===== src/rtl/rect_coord_writer_pkg.sv =====
// -----------------------------------------------------------------------------
// rect_wr_pkg
// Shared definitions for the rectangle-overlay register producer and the
// overlay controller that consumes its writes.
//   - FSM state encoding of rect_coord_writer
//   - overlay register map constants (base address, box slot count)
//   - 32-bit word packing: x in [31:16], y in [15:0]
// Optional build macro used by the consumers of this package: RECT_WR_CLIP_EN
// -----------------------------------------------------------------------------
package rect_wr_pkg;

  localparam int RECT_BASE_ADDR = 30;
  localparam int RECT_MAX_BOXES = 5;
  localparam int RECT_COORD_W   = 16;
  localparam int RECT_ADDR_W    = 6;
  localparam int RECT_DATA_W    = 32;

  localparam int WORD_X_LSB = 16;
  localparam int WORD_Y_LSB = 0;

  typedef enum logic [1:0] {
    ST_COLLECT = 2'd0,
    ST_WRITE   = 2'd1,
    ST_EN_HI   = 2'd2,
    ST_EN_LO   = 2'd3
  } wr_state_t;

  typedef struct packed {
    logic [RECT_COORD_W-1:0] x0;
    logic [RECT_COORD_W-1:0] y0;
    logic [RECT_COORD_W-1:0] x1;
    logic [RECT_COORD_W-1:0] y1;
  } box_t;

  function automatic logic [RECT_DATA_W-1:0] pack_xy(input logic [RECT_COORD_W-1:0] x,
                                                     input logic [RECT_COORD_W-1:0] y);
    logic [RECT_DATA_W-1:0] w;
    w = '0;
    w[WORD_X_LSB +: RECT_COORD_W] = x;
    w[WORD_Y_LSB +: RECT_COORD_W] = y;
    return w;
  endfunction

endpackage


===== src/rtl/rect_coord_writer_if.sv =====
// -----------------------------------------------------------------------------
// rect_wr_if
// Bundles the box-input handshake, commit strobe and overlay write bus of
// rect_coord_writer.
//   master : the writer (drives o_*, receives i_*)
//   slave  : the surrounding system (post-processing stage + overlay RAM)
// Signals:
//   i_box_valid / o_box_ready   box handshake
//   i_box_x0/y0/x1/y1           box coordinates (16 bit)
//   i_frame_done                single-cycle commit strobe
//   o_addr / o_data / o_valid   overlay word write
//   o_rect_en                   reload request to the overlay
//   o_busy / o_overflow         status
// -----------------------------------------------------------------------------
interface rect_wr_if;
  import rect_wr_pkg::*;

  logic                    i_box_valid;
  logic                    o_box_ready;
  logic [RECT_COORD_W-1:0] i_box_x0;
  logic [RECT_COORD_W-1:0] i_box_y0;
  logic [RECT_COORD_W-1:0] i_box_x1;
  logic [RECT_COORD_W-1:0] i_box_y1;
  logic                    i_frame_done;
  logic [RECT_ADDR_W-1:0]  o_addr;
  logic [RECT_DATA_W-1:0]  o_data;
  logic                    o_valid;
  logic                    o_rect_en;
  logic                    o_busy;
  logic                    o_overflow;

  modport master (
    input  i_box_valid, i_box_x0, i_box_y0, i_box_x1, i_box_y1, i_frame_done,
    output o_box_ready, o_addr, o_data, o_valid, o_rect_en, o_busy, o_overflow
  );

  modport slave (
    output i_box_valid, i_box_x0, i_box_y0, i_box_x1, i_box_y1, i_frame_done,
    input  o_box_ready, o_addr, o_data, o_valid, o_rect_en, o_busy, o_overflow
  );

endinterface


===== src/rtl/rect_box_clip.sv =====
// -----------------------------------------------------------------------------
// rect_box_clip
// Combinational clip/normalize of one detection box. Each x is saturated to
// FRAME_W-1 and each y to FRAME_H-1; afterwards the x pair and the y pair are
// swapped where needed so that x0<=x1 and y0<=y1.
// Only instantiated when RECT_WR_CLIP_EN is defined.
// Ports:
//   i_box  raw box
//   o_box  clipped, normalized box
// -----------------------------------------------------------------------------
module rect_box_clip
  import rect_wr_pkg::*;
#(
  parameter int FRAME_W = 640,
  parameter int FRAME_H = 480
) (
  input  box_t i_box,
  output box_t o_box
);

  localparam logic [RECT_COORD_W-1:0] X_MAX = RECT_COORD_W'(FRAME_W - 1);
  localparam logic [RECT_COORD_W-1:0] Y_MAX = RECT_COORD_W'(FRAME_H - 1);

  logic [RECT_COORD_W-1:0] w_x0, w_y0, w_x1, w_y1;

  always_comb begin
    w_x0 = (i_box.x0 > X_MAX) ? X_MAX : i_box.x0;
    w_x1 = (i_box.x1 > X_MAX) ? X_MAX : i_box.x1;
    w_y0 = (i_box.y0 > Y_MAX) ? Y_MAX : i_box.y0;
    w_y1 = (i_box.y1 > Y_MAX) ? Y_MAX : i_box.y1;

    o_box.x0 = (w_x0 > w_x1) ? w_x1 : w_x0;
    o_box.x1 = (w_x0 > w_x1) ? w_x0 : w_x1;
    o_box.y0 = (w_y0 > w_y1) ? w_y1 : w_y0;
    o_box.y1 = (w_y0 > w_y1) ? w_y0 : w_y1;
  end

endmodule


===== src/rtl/rect_coord_writer.sv =====
// -----------------------------------------------------------------------------
// rect_coord_writer
// Producer side of the rectangle-overlay register interface. Collects up to
// MAX_BOXES boxes per frame, and on i_frame_done writes 2*MAX_BOXES words
// (BASE_ADDR..BASE_ADDR+2*MAX_BOXES-1, unused slots as zero) followed by an
// o_rect_en pulse of EN_HOLD cycles high and EN_HOLD cycles low.
// Ports:
//   i_clk, i_rst  clock, asynchronous active-high reset
//   bus           rect_wr_if.master (box handshake, commit, write bus, status)
// Build macro: RECT_WR_CLIP_EN -- clip/normalize boxes on capture.
//
// state      | meaning
// ST_COLLECT | accepting boxes, waiting for commit
// ST_WRITE   | emitting one overlay word per cycle
// ST_EN_HI   | o_rect_en high for EN_HOLD cycles
// ST_EN_LO   | o_rect_en low for EN_HOLD cycles, then clear frame state
// -----------------------------------------------------------------------------
module rect_coord_writer
  import rect_wr_pkg::*;
#(
  parameter int MAX_BOXES = RECT_MAX_BOXES,
  parameter int BASE_ADDR = RECT_BASE_ADDR,
  parameter int COORD_W   = 16,
  parameter int EN_HOLD   = 8,
  parameter int FRAME_W   = 640,
  parameter int FRAME_H   = 480
) (
  input  logic      i_clk,
  input  logic      i_rst,
  rect_wr_if.master bus
);

  localparam int NUM_WORDS = 2 * MAX_BOXES;
  localparam int CNT_W     = $clog2(MAX_BOXES + 1);
  localparam int SLOT_W    = (MAX_BOXES > 1) ? $clog2(MAX_BOXES) : 1;
  localparam int IDX_W     = $clog2(NUM_WORDS + 1);
  localparam int TMR_W     = $clog2(EN_HOLD);

  localparam logic [CNT_W-1:0]       CNT_FULL  = CNT_W'(MAX_BOXES);
  localparam logic [IDX_W-1:0]       IDX_LAST  = IDX_W'(NUM_WORDS);
  localparam logic [TMR_W-1:0]       TMR_LOAD  = TMR_W'(EN_HOLD - 1);
  localparam logic [RECT_ADDR_W-1:0] ADDR_BASE = RECT_ADDR_W'(BASE_ADDR);

  if (COORD_W != 16 || EN_HOLD < 4 || MAX_BOXES < 2 ||
      FRAME_W < 1 || FRAME_W > 65536 || FRAME_H < 1 || FRAME_H > 65536) begin : g_bad_param
    $error("rect_coord_writer: unsupported parameter set");
  end

  wr_state_t               r_state;
  logic [CNT_W-1:0]        r_count;
  box_t                    r_slot [MAX_BOXES];
  logic [IDX_W-1:0]        r_idx;
  logic [TMR_W-1:0]        r_tmr;
  logic                    r_pending;
  logic                    r_ready;
  logic                    r_valid;
  logic                    r_rect_en;
  logic                    r_busy;
  logic                    r_overflow;
  logic [RECT_ADDR_W-1:0]  r_addr;
  logic [RECT_DATA_W-1:0]  r_data;

  box_t                    w_raw_box;
  box_t                    w_in_box;
  box_t                    w_box;
  logic                    w_store;
  logic                    w_drop;
  logic [IDX_W-1:0]        w_idx;
  logic [IDX_W-1:0]        w_slot;
  logic [SLOT_W-1:0]       w_sel;
  logic [CNT_W-1:0]        w_used;
  logic [RECT_DATA_W-1:0]  w_word;

  assign w_raw_box = '{x0: bus.i_box_x0[COORD_W-1:0], y0: bus.i_box_y0[COORD_W-1:0],
                       x1: bus.i_box_x1[COORD_W-1:0], y1: bus.i_box_y1[COORD_W-1:0]};

`ifdef RECT_WR_CLIP_EN
  // Clipped box lands in r_cap first and reaches its slot one cycle later;
  // the word mux below forwards r_cap so a same-cycle commit still sees it.
  logic              r_cap_vld;
  logic [SLOT_W-1:0] r_cap_idx;
  box_t              r_cap_box;

  rect_box_clip #(.FRAME_W(FRAME_W), .FRAME_H(FRAME_H)) u_clip (
    .i_box (w_raw_box),
    .o_box (w_in_box)
  );
`else
  assign w_in_box = w_raw_box;
`endif

  assign w_store = (r_state == ST_COLLECT) && r_ready && bus.i_box_valid && (r_count < CNT_FULL);
  assign w_drop  = (r_state == ST_COLLECT) && r_ready && bus.i_box_valid && (r_count == CNT_FULL);

  // Word to register on this edge: word 0 at commit, word r_idx during WRITE.
  assign w_idx  = (r_state == ST_WRITE) ? r_idx : '0;
  assign w_slot = w_idx >> 1;
  assign w_sel  = SLOT_W'(w_slot);
  assign w_used = r_count + CNT_W'(w_store);

  always_comb begin
    w_box = r_slot[w_sel];
`ifdef RECT_WR_CLIP_EN
    if (r_cap_vld && (r_cap_idx == w_sel)) w_box = r_cap_box;
`endif
    // A box handshaking in the commit cycle is not in r_slot yet.
    if (w_store && (int'(w_slot) == int'(r_count))) w_box = w_in_box;

    if (int'(w_slot) >= int'(w_used)) w_word = '0;
    else if (w_idx[0])                w_word = pack_xy(w_box.x1, w_box.y1);
    else                              w_word = pack_xy(w_box.x0, w_box.y0);
  end

  always_ff @(posedge i_clk or posedge i_rst) begin
    if (i_rst) begin
      r_state    <= ST_COLLECT;
      r_count    <= '0;
      r_idx      <= '0;
      r_tmr      <= '0;
      r_pending  <= 1'b0;
      r_ready    <= 1'b1;
      r_valid    <= 1'b0;
      r_rect_en  <= 1'b0;
      r_busy     <= 1'b0;
      r_overflow <= 1'b0;
      r_addr     <= '0;
      r_data     <= '0;
      for (int k = 0; k < MAX_BOXES; k++) r_slot[k] <= '0;
`ifdef RECT_WR_CLIP_EN
      r_cap_vld  <= 1'b0;
      r_cap_idx  <= '0;
      r_cap_box  <= '0;
`endif
    end else begin
`ifdef RECT_WR_CLIP_EN
      if (r_cap_vld) r_slot[r_cap_idx] <= r_cap_box;
      r_cap_vld <= 1'b0;
`endif
      if ((r_state != ST_COLLECT) && bus.i_frame_done) r_pending <= 1'b1;

      case (r_state)
        ST_COLLECT: begin
          if (w_store) begin
`ifdef RECT_WR_CLIP_EN
            r_cap_vld <= 1'b1;
            r_cap_idx <= SLOT_W'(r_count);
            r_cap_box <= w_in_box;
`else
            r_slot[SLOT_W'(r_count)] <= w_in_box;
`endif
            r_count <= r_count + 1'b1;
          end
          if (w_drop) r_overflow <= 1'b1;
          if (bus.i_frame_done) begin
            r_state <= ST_WRITE;
            r_ready <= 1'b0;
            r_busy  <= 1'b1;
            r_valid <= 1'b1;
            r_addr  <= ADDR_BASE;
            r_data  <= w_word;
            r_idx   <= IDX_W'(1);
          end
        end

        ST_WRITE: begin
          if (r_idx == IDX_LAST) begin
            r_valid   <= 1'b0;
            r_rect_en <= 1'b1;
            r_tmr     <= TMR_LOAD;
            r_state   <= ST_EN_HI;
          end else begin
            r_valid <= 1'b1;
            r_addr  <= ADDR_BASE + RECT_ADDR_W'(r_idx);
            r_data  <= w_word;
            r_idx   <= r_idx + 1'b1;
          end
        end

        ST_EN_HI: begin
          if (r_tmr == '0) begin
            r_rect_en <= 1'b0;
            r_tmr     <= TMR_LOAD;
            r_state   <= ST_EN_LO;
          end else begin
            r_tmr <= r_tmr - 1'b1;
          end
        end

        ST_EN_LO: begin
          if (r_tmr == '0) begin
            r_count    <= '0;
            r_overflow <= 1'b0;
            for (int k = 0; k < MAX_BOXES; k++) r_slot[k] <= '0;
            if (r_pending || bus.i_frame_done) begin
              // Deferred commit: frame state is already cleared, so an
              // all-zero sequence starts straight away.
              r_pending <= 1'b0;
              r_state   <= ST_WRITE;
              r_valid   <= 1'b1;
              r_addr    <= ADDR_BASE;
              r_data    <= '0;
              r_idx     <= IDX_W'(1);
            end else begin
              r_state <= ST_COLLECT;
              r_ready <= 1'b1;
              r_busy  <= 1'b0;
            end
          end else begin
            r_tmr <= r_tmr - 1'b1;
          end
        end

        default: r_state <= ST_COLLECT;
      endcase
    end
  end

  assign bus.o_box_ready = r_ready;
  assign bus.o_addr      = r_addr;
  assign bus.o_data      = r_data;
  assign bus.o_valid     = r_valid;
  assign bus.o_rect_en   = r_rect_en;
  assign bus.o_busy      = r_busy;
  assign bus.o_overflow  = r_overflow;

endmodule


===== src/flat_wrapper.sv =====
// flat-port wrapper written by rule: the top's interface ports become plain ports
module rect_coord_writer_flat import rect_wr_pkg::*;
#(
  parameter int MAX_BOXES = RECT_MAX_BOXES,
  parameter int BASE_ADDR = RECT_BASE_ADDR,
  parameter int COORD_W   = 16,
  parameter int EN_HOLD   = 8,
  parameter int FRAME_W   = 640,
  parameter int FRAME_H   = 480
)
  (i_clk, i_rst, bus_i_box_valid, bus_i_box_x0, bus_i_box_y0, bus_i_box_x1, bus_i_box_y1, bus_i_frame_done, bus_o_box_ready, bus_o_addr, bus_o_data, bus_o_valid, bus_o_rect_en, bus_o_busy, bus_o_overflow);
  rect_wr_if bus_i ();
  input  logic i_clk;
  input  logic i_rst;
  input wire logic [$bits(bus_i.i_box_valid)-1:0] bus_i_box_valid;
  input wire logic [$bits(bus_i.i_box_x0)-1:0] bus_i_box_x0;
  input wire logic [$bits(bus_i.i_box_y0)-1:0] bus_i_box_y0;
  input wire logic [$bits(bus_i.i_box_x1)-1:0] bus_i_box_x1;
  input wire logic [$bits(bus_i.i_box_y1)-1:0] bus_i_box_y1;
  input wire logic [$bits(bus_i.i_frame_done)-1:0] bus_i_frame_done;
  output wire logic [$bits(bus_i.o_box_ready)-1:0] bus_o_box_ready;
  output wire logic [$bits(bus_i.o_addr)-1:0] bus_o_addr;
  output wire logic [$bits(bus_i.o_data)-1:0] bus_o_data;
  output wire logic [$bits(bus_i.o_valid)-1:0] bus_o_valid;
  output wire logic [$bits(bus_i.o_rect_en)-1:0] bus_o_rect_en;
  output wire logic [$bits(bus_i.o_busy)-1:0] bus_o_busy;
  output wire logic [$bits(bus_i.o_overflow)-1:0] bus_o_overflow;
  assign bus_i.i_box_valid = bus_i_box_valid;
  assign bus_i.i_box_x0 = bus_i_box_x0;
  assign bus_i.i_box_y0 = bus_i_box_y0;
  assign bus_i.i_box_x1 = bus_i_box_x1;
  assign bus_i.i_box_y1 = bus_i_box_y1;
  assign bus_i.i_frame_done = bus_i_frame_done;
  assign bus_o_box_ready = bus_i.o_box_ready;
  assign bus_o_addr = bus_i.o_addr;
  assign bus_o_data = bus_i.o_data;
  assign bus_o_valid = bus_i.o_valid;
  assign bus_o_rect_en = bus_i.o_rect_en;
  assign bus_o_busy = bus_i.o_busy;
  assign bus_o_overflow = bus_i.o_overflow;
  rect_coord_writer #(.MAX_BOXES(MAX_BOXES), .BASE_ADDR(BASE_ADDR), .COORD_W(COORD_W), .EN_HOLD(EN_HOLD), .FRAME_W(FRAME_W), .FRAME_H(FRAME_H)) u_core (.i_clk(i_clk), .i_rst(i_rst), .bus(bus_i));
endmodule

===== config.mk =====
export PLATFORM = sky130hd
export DESIGN_NAME = rect_coord_writer_flat
export DESIGN_NICKNAME = d
export VERILOG_FILES = /design/src/rtl/rect_coord_writer_pkg.sv /design/src/rtl/rect_coord_writer_if.sv /design/src/rtl/rect_box_clip.sv /design/src/rtl/rect_coord_writer.sv /design/src/flat_wrapper.sv
export SDC_FILE = /design/constraint.sdc
export NUM_CORES = 1
export LEC_CHECK = 0
export BUFFER_PORTS_ARGS = -buffer_cell sky130_fd_sc_hd__clkbuf_2
export CORE_UTILIZATION = 50
export DETAILED_ROUTE_END_ITERATION = 6
export HOLD_SLACK_MARGIN = 0.12
export PLACE_DENSITY = 0.77
export REMOVE_ABC_BUFFERS = 1
export SLEW_MARGIN = 5
export SYNTH_ARGS = -nofsm -noshare
export SYNTH_HDL_FRONTEND = slang
export SYNTH_SLANG_ARGS = --single-unit

===== constraint.sdc =====
create_clock -name i_clk -period 14.6 [get_ports i_clk]
set_input_delay 0.73 -clock i_clk [delete_from_list [all_inputs] [get_ports i_clk]]
set_output_delay 0.73 -clock i_clk [all_outputs]
set_load 0.005 [all_outputs]

==> impl_metrics.ini, run 1 <==
[status]
outcome = finished, final reports clean

[floorplanning]
core_area_mm2 = 0.03480
dieArea_mm2 = 0.03633
start_util_pct = 51.12
die-width_um = 190.6
rows = 68
die_h_um = 190.6
ios = 111

[synthesis]
synth_seq_cells = 376
yosysSeqAreaShare_pct = 52.90
yosysWarnings = 0
async_reset_ff_share_pct = 100.0
synthTopCellsByArea = dfrtp_1, a22o_1, mux2i_1
ys.flop_type = dfrtp_1
synth_top_cell_by_area = dfrtp_1
avgSynthCellArea_um2 = 11.49
synth_most_common_cell = dfrtp_1
synth_commonest_cells = dfrtp_1, a22o_1, a21oi_1
synth_edf_count = 0
yosysTopAreaCellShare_pct = 52.75
syn_inst = 1548
synth_cell_type_count = 64
syn_area_mm2 = 0.01779

[critical_path]
crit_arrival_ns = 5.13
critPathBufInv = 2
cp-start-kind = register
crit_type = reg2reg
path_max_fanout = 63
r2r-start = u_core.r_idx[0]$_DFFE_PP0P_
path_delay_family = simple AND/OR/NAND/NOR gates
critPathMaxStageDelay_ns = 1.12
crit_chain = inv_1, ha_1, nand3b_1, or2_2, nand2_4, nor4_4, buf_4, a32o_1
endpoint_kind = register
cp.required_ns = 15.07
crit_start = u_core.r_idx[0]$_DFFE_PP0P_
worst_path_max_delay_cell = nor4_4

[timing]
finalHoldViolCount = 0
maxSlewViolCount = 0
relSlewSlack_pct = 12.88
tns_ns = 0
rsz0062_at_grt = false
setup_ws_ns = 9.931
period_share_pct = 31.98
post-route-min-period_ns = 4.669
skew_ns = 0.01013
setup_viol = 0
tightest_slew_ns = 1.298
fmax_mhz = 214.2

[cells_and_area]
fillers = 2844
utilization_pct = 57.40
layout.cells.non_filler = 2058
final_nets = 1662
syn2layout_area_growth_pct = 12.28
drive_gt1_share_pct = 16.34
antennaDiodeCount = 0

[drt]
ant_nets = 0
vias = 14340
dr.pass1.iters = 5
drt_iter0_drc = 1514
vias_per_cell = 6.966
routed_wl_um = 53890
wl_per_cell_um = 26.19
drc = 0

[power]
swShare_pct = 37.35
switching_power_w = 0.001782
vdd_ir_drop_max_uv = 192.0
pwr-share-comb_pct = 39.0
power.total_w = 0.004772
p_int_w = 0.002990
p_seq_share_pct = 38.6
pwr_density_cell_mw_per_mm2 = 238.9
clkPwrFrac_pct = 22.4
leakage_nw = 9.192

[clock_tree]
cts_buffers = 40
clkTransAtPathRegs_ns = 0.06
cts_resized = 0
insertion_delay_ns = 0.54
clock-root-buffer = clkbuf_16
holdBufCountCts = 0
cts_setup_buffers = 0
cts.sinks = 376
clockBufferDepth = 3
htree_levels = 2
cts_tree = built

[global_route]
grt.overflow.total = 0
grt_antenna_before_repair = 0
grt_pass1_vias = 14580
grt_usage_pct = 30.08
grt_max_degree = 143
grt_pass1_wl_um = 84680

[worst_hold_path]
hp-class = in2async

[flow_run]
cap_violations = 0

[place]
pre_cts_ws_ns = 10.11
dpl.hpwl_um = 28150
port-buffer-count = 110
dp.cells = 1988
gp_congestion = 0.8088
## metal layers
metal	global-route usage, %	wire length [um]
met5	0	0
met4	11.75	1642
met3	5.374	4922
met2	47.50	25340
met1	41.27	21980
## cells in the final DEF (no fill, tap or decap), drive strengths merged, types with 4 or more instances in the layout
cell     count
nand2       24
nor2        51
nand3b      18
nor3         9
nor2b       87
mux4         6
mux2        15
a31oi        6
o221ai      24
a32o        31
o32a        17
a22o       322
a211oi      23
mux2i       56
bufinv       5
o21ai       57
ha          19
inv         18
dfrtp      375
a21oi       96
o21a         4
o32ai        5
nand3       29
o211ai       6
buf         26
clkinv       7
or4         10
clkbuf     168
a2bb2oi     19
or2         18
o22ai       17
## cell families (layout without fill, tap and decap cells)
logic type,Yosys count,after routing,synth area share [%]
mux,77,77,4.860
compound gates,640,640,28.18
xor+xnor,4,4,0.1970
buf+inv,169,224,3.967
fa+ha+maj,19,19,1.336
simple gates,263,263,8.553
flops,376,376,52.90
## flip-flops by register name (all words and copies together), names as in the netlist
register                count
u_core.r_tmr                3
u_core.bus.o_data          32
u_core.bus.o_box_ready      1
u_core.r_pending            1
u_core.bus.o_addr           6
u_core.r_state              2
u_core.bus.o_rect_en        1
u_core.bus.o_busy           1
u_core.bus.o_valid          1
u_core.r_count              3
u_core.r_slot             320
u_core.bus.o_overflow       1
u_core.r_idx                4
## final timing paths
path	slack [ns]	endpoint	cells past startpoint
max in group asynchronous	12.43	u_core.r_slot[135]$_DFFE_PP0P_	3
worst min register to register	0.50	u_core.r_slot[197]$_DFFE_PP0P_	1
worst min-delay path	0.40	u_core.r_slot[256]$_DFFE_PP0P_	2
worst max register to register	9.93	u_core.bus.o_data[12]$_DFFE_PP0P_	8
worst max-delay path	9.93	u_core.bus.o_data[12]$_DFFE_PP0P_	8
min in group i_clk	0.50	u_core.r_slot[197]$_DFFE_PP0P_	1
## layout make-up
type / count / area, um^2 / share of cell area, %
sequential: 376 / 9418 / 47.15
multi-input combinational: 1003 / 7806 / 39.08
clock buffer: 58 / 1170 / 5.857
timing repair buffer: 136 / 745.7 / 3.734
tap: 455 / 569.3 / 2.850
clock inverter: 12 / 188.9 / 0.9459
inverter: 18 / 75.07 / 0.3759
## stage by stage
stage	hold slack, ns	cell area [um^2]
floorplan	0.4573	17150
global placement	0.4742	18610
detailed placement	0.4737	18610
CTS	0.4875	19970
global route	0.5054	19970
finish	0.3977	19970
## power groups by stage
stage / registers [W] / logic, W / clock network (W)
2_1_floorplan: 0.00176 / 0.00132 / 0
3_3_place_gp: 0.00182 / 0.00177 / 0
3_5_place_dp: 0.00183 / 0.00182 / 0
4_1_cts: 0.00183 / 0.00184 / 0.00107
5_1_grt: 0.00188 / 0.00200 / 0.00112
6_report: 0.00184 / 0.00186 / 0.00107
(Power assumes the default switching activity.)
==> inputs of run 2 (changes only) <==
- PLACE_DENSITY: 0.77 -> 0.79
- clock period: 14.6 -> 3.75 ns (I/O delays scaled with it)
==> run 2 against run 1 <==
Net effect:
- hold slack got worse by 0.28 ns
- core utilization rose by 1.9 points
- global-route usage rose by 0.24 points
- die area did not move
- register-to-register slack got worse by 9.5 ns
- largest cell class unchanged
==> impl_metrics.ini, run 2 (same netlist as run 1, synthesis figures left out) <==
[clock_tree]
insertion_delay_ns = 0.54
clockBufferDepth = 3
cts.sinks = 376
clkTransAtPathRegs_ns = 0.06
cts_setup_buffers = 0
cts_buffers = 39
htree_levels = 2
cts_tree = built
clock-root-buffer = clkbuf_16

[timing]
finalHoldViolCount = 0
setup_viol = 0
relSlewSlack_pct = 33.23
post-route-min-period_ns = 3.360
tightest_slew_ns = 1.002
fmax_mhz = 297.7
period_share_pct = 89.59
rsz0062_at_grt = false
maxSlewViolCount = 0
skew_ns = 0.01643
setup_ws_ns = 0.3905

[critical_path]
worst-r2r-setup-slack_ns = 0.39
critPathMaxStageDelay_ns = 0.51
path_common_cell = ha_1
timing.rr.end = u_core.bus.o_data[25]$_DFFE_PP0P_
crit_chain = inv_1, ha_1, and3_1, nand2_1, inv_2, ha_1, ha_1, inv_1, ha_1, a21oi_1, nor2b_1, nor4_4, buf_4, a32o_1
crit_arrival_ns = 3.82
reg2regPathDepth = 14
endpoint_kind = register
path_max_fanout = 17
worst_path_max_delay_cell = dfrtp_1
crit_type = reg2reg
cp-start-kind = register
cp.required_ns = 4.22
r2r-start = u_core.r_state[0]$_DFFE_PP0P_

[global_route]
grt.overflow.total = 0
grt_pass1_wl_um = 86190
grt_antenna_before_repair = 1
grt_max_degree = 133
grt_usage_pct = 30.32
grt_pass1_vias = 15380

[worst_hold_path]
hp-class = in2reg
whs_path_depth = 4
hp-start = bus_i_box_x0[3]
worstHoldEndpoint = u_core.bus.o_data[19]$_DFFE_PP0P_

[cells_and_area]
final_cell_mix = dfrtp_1, a22o_1, clkbuf_2
largest_reg_flops = 320
syn2layout_area_growth_pct = 15.98
utilization_pct = 59.29
max_flop_register = u_core.r_slot
final_nets = 1726
layout.cells.non_filler = 2122
design_area_mm2 = 0.02063
drive_gt1_share_pct = 17.11
fillers = 2749
final_common_cell = dfrtp_1

[drt]
vias_per_cell = 6.976
drc = 0
drt_iter0_drc = 1555
vias = 14800
ant_nets = 0
wl_met2_um = 25680
dr.pass1.iters = 7
routed_wl_um = 54400
highest_layer = met4
wl_per_cell_um = 25.64
wl_met3_um = 5114
m1WireLength_um = 21520

[place]
dp.cells = 2012
port-buffer-count = 110
pre_cts_ws_ns = 0.4292
dpl_cell_area_mm2 = 0.01895
dpl.hpwl_um = 29040
gp_congestion = 0.8164

[power]
power.total_w = 0.01867
pwr_density_cell_mw_per_mm2 = 905.0
leakage_nw = 9.444
vdd_ir_drop_max_uv = 526.4

[floorplanning]
core_area_mm2 = 0.03480
die_h_um = 190.6
rows = 68
dieArea_mm2 = 0.03633
start_util_pct = 51.12
ios = 111
die-width_um = 190.6

[flow_run]
cap_violations = 0

[status]
outcome = finished, final reports clean
-- run 2: changes by cell type in the layout (fill, tap and decap cells not counted), sizes merged, moves of 2 or more --
cell | previous run | this run
inv | 18 | 20
dlygate4sd3 | 0 | 41
clkbuf | 168 | 166
buf | 26 | 50
bufinv | 5 | 2
-- run 2: through the flow --
step | hold WS [ns] | setup TNS (ns)
floorplan | 0.3730 | -3094.37
global placement | 0.4699 | 0
detailed placement | 0.4786 | 0
CTS | 0.1202 | 0
global route | 0.1490 | 0
finish | 0.1197 | 0
-- run 2: worst max path at each step --
stage | from | end | slack (ns) | cells past startpoint
finish | u_core.r_state[0]$_DFFE_PP0P_ | u_core.bus.o_data[25]$_DFFE_PP0P_ | 0.39 | 14
global route | u_core.r_state[0]$_DFFE_PP0P_ | u_core.bus.o_data[30]$_DFFE_PP0P_ | 0.14 | 14
CTS | u_core.r_state[0]$_DFFE_PP0P_ | u_core.bus.o_data[25]$_DFFE_PP0P_ | 0.40 | 13
detailed placement | u_core.r_state[0]$_DFFE_PP0P_ | u_core.bus.o_data[7]$_DFFE_PP0P_ | 0.43 | 14
global placement | u_core.r_state[0]$_DFFE_PP0P_ | u_core.bus.o_data[8]$_DFFE_PP0P_ | 0.55 | 14
floorplan | i_rst | u_core.bus.o_addr[0]$_DFFE_PP0P_ | -6.88 | 1
-- run 2: worst max-delay path: cells and delay by family (launching register included) --
kind,cells,cell delay [ns]
simple gates,4,0.69
fa+ha+maj,4,1.07
compound gates,2,0.36
flops,1,0.51
buf+inv,4,0.66
-- run 2: layout make-up --
cell class	count	area [um^2]	area share, %
Tap cell	455	569.3	2.759
Clock inverter	12	123.9	0.6004
Multi-Input combinational cell	1003	7804	37.83
Inverter	18	75.07	0.3639
Timing Repair Buffer	201	1499	7.265
Clock buffer	56	1140	5.525
Sequential cell	376	9418	45.65
Antenna cell	1	2.502	0.01213
-- run 2: metal layers --
metal | up-vias | track usage (%)
met5 | - | 0
met4 | 0 | 13.32
met3 | 172 | 6.202
met2 | 889 | 49.01
met1 | 7598 | 39.46
li1 | 6145 | -
-- run 2: what timing repair did --
item,in CTS,in global routing
hold buffers,41,0
gates resized for setup,0,0
endpoints found under the hold margin,154,0
-- run 2: report_power, final --
part / leakage, nW / internal (W) / total, W / switching [W]
Combinational: 4.04 / 0.00350 / 0.00779 / 0.00429
Clock: 0.626 / 0.00225 / 0.00389 / 0.00164
Sequential: 4.78 / 0.00583 / 0.00699 / 0.00117
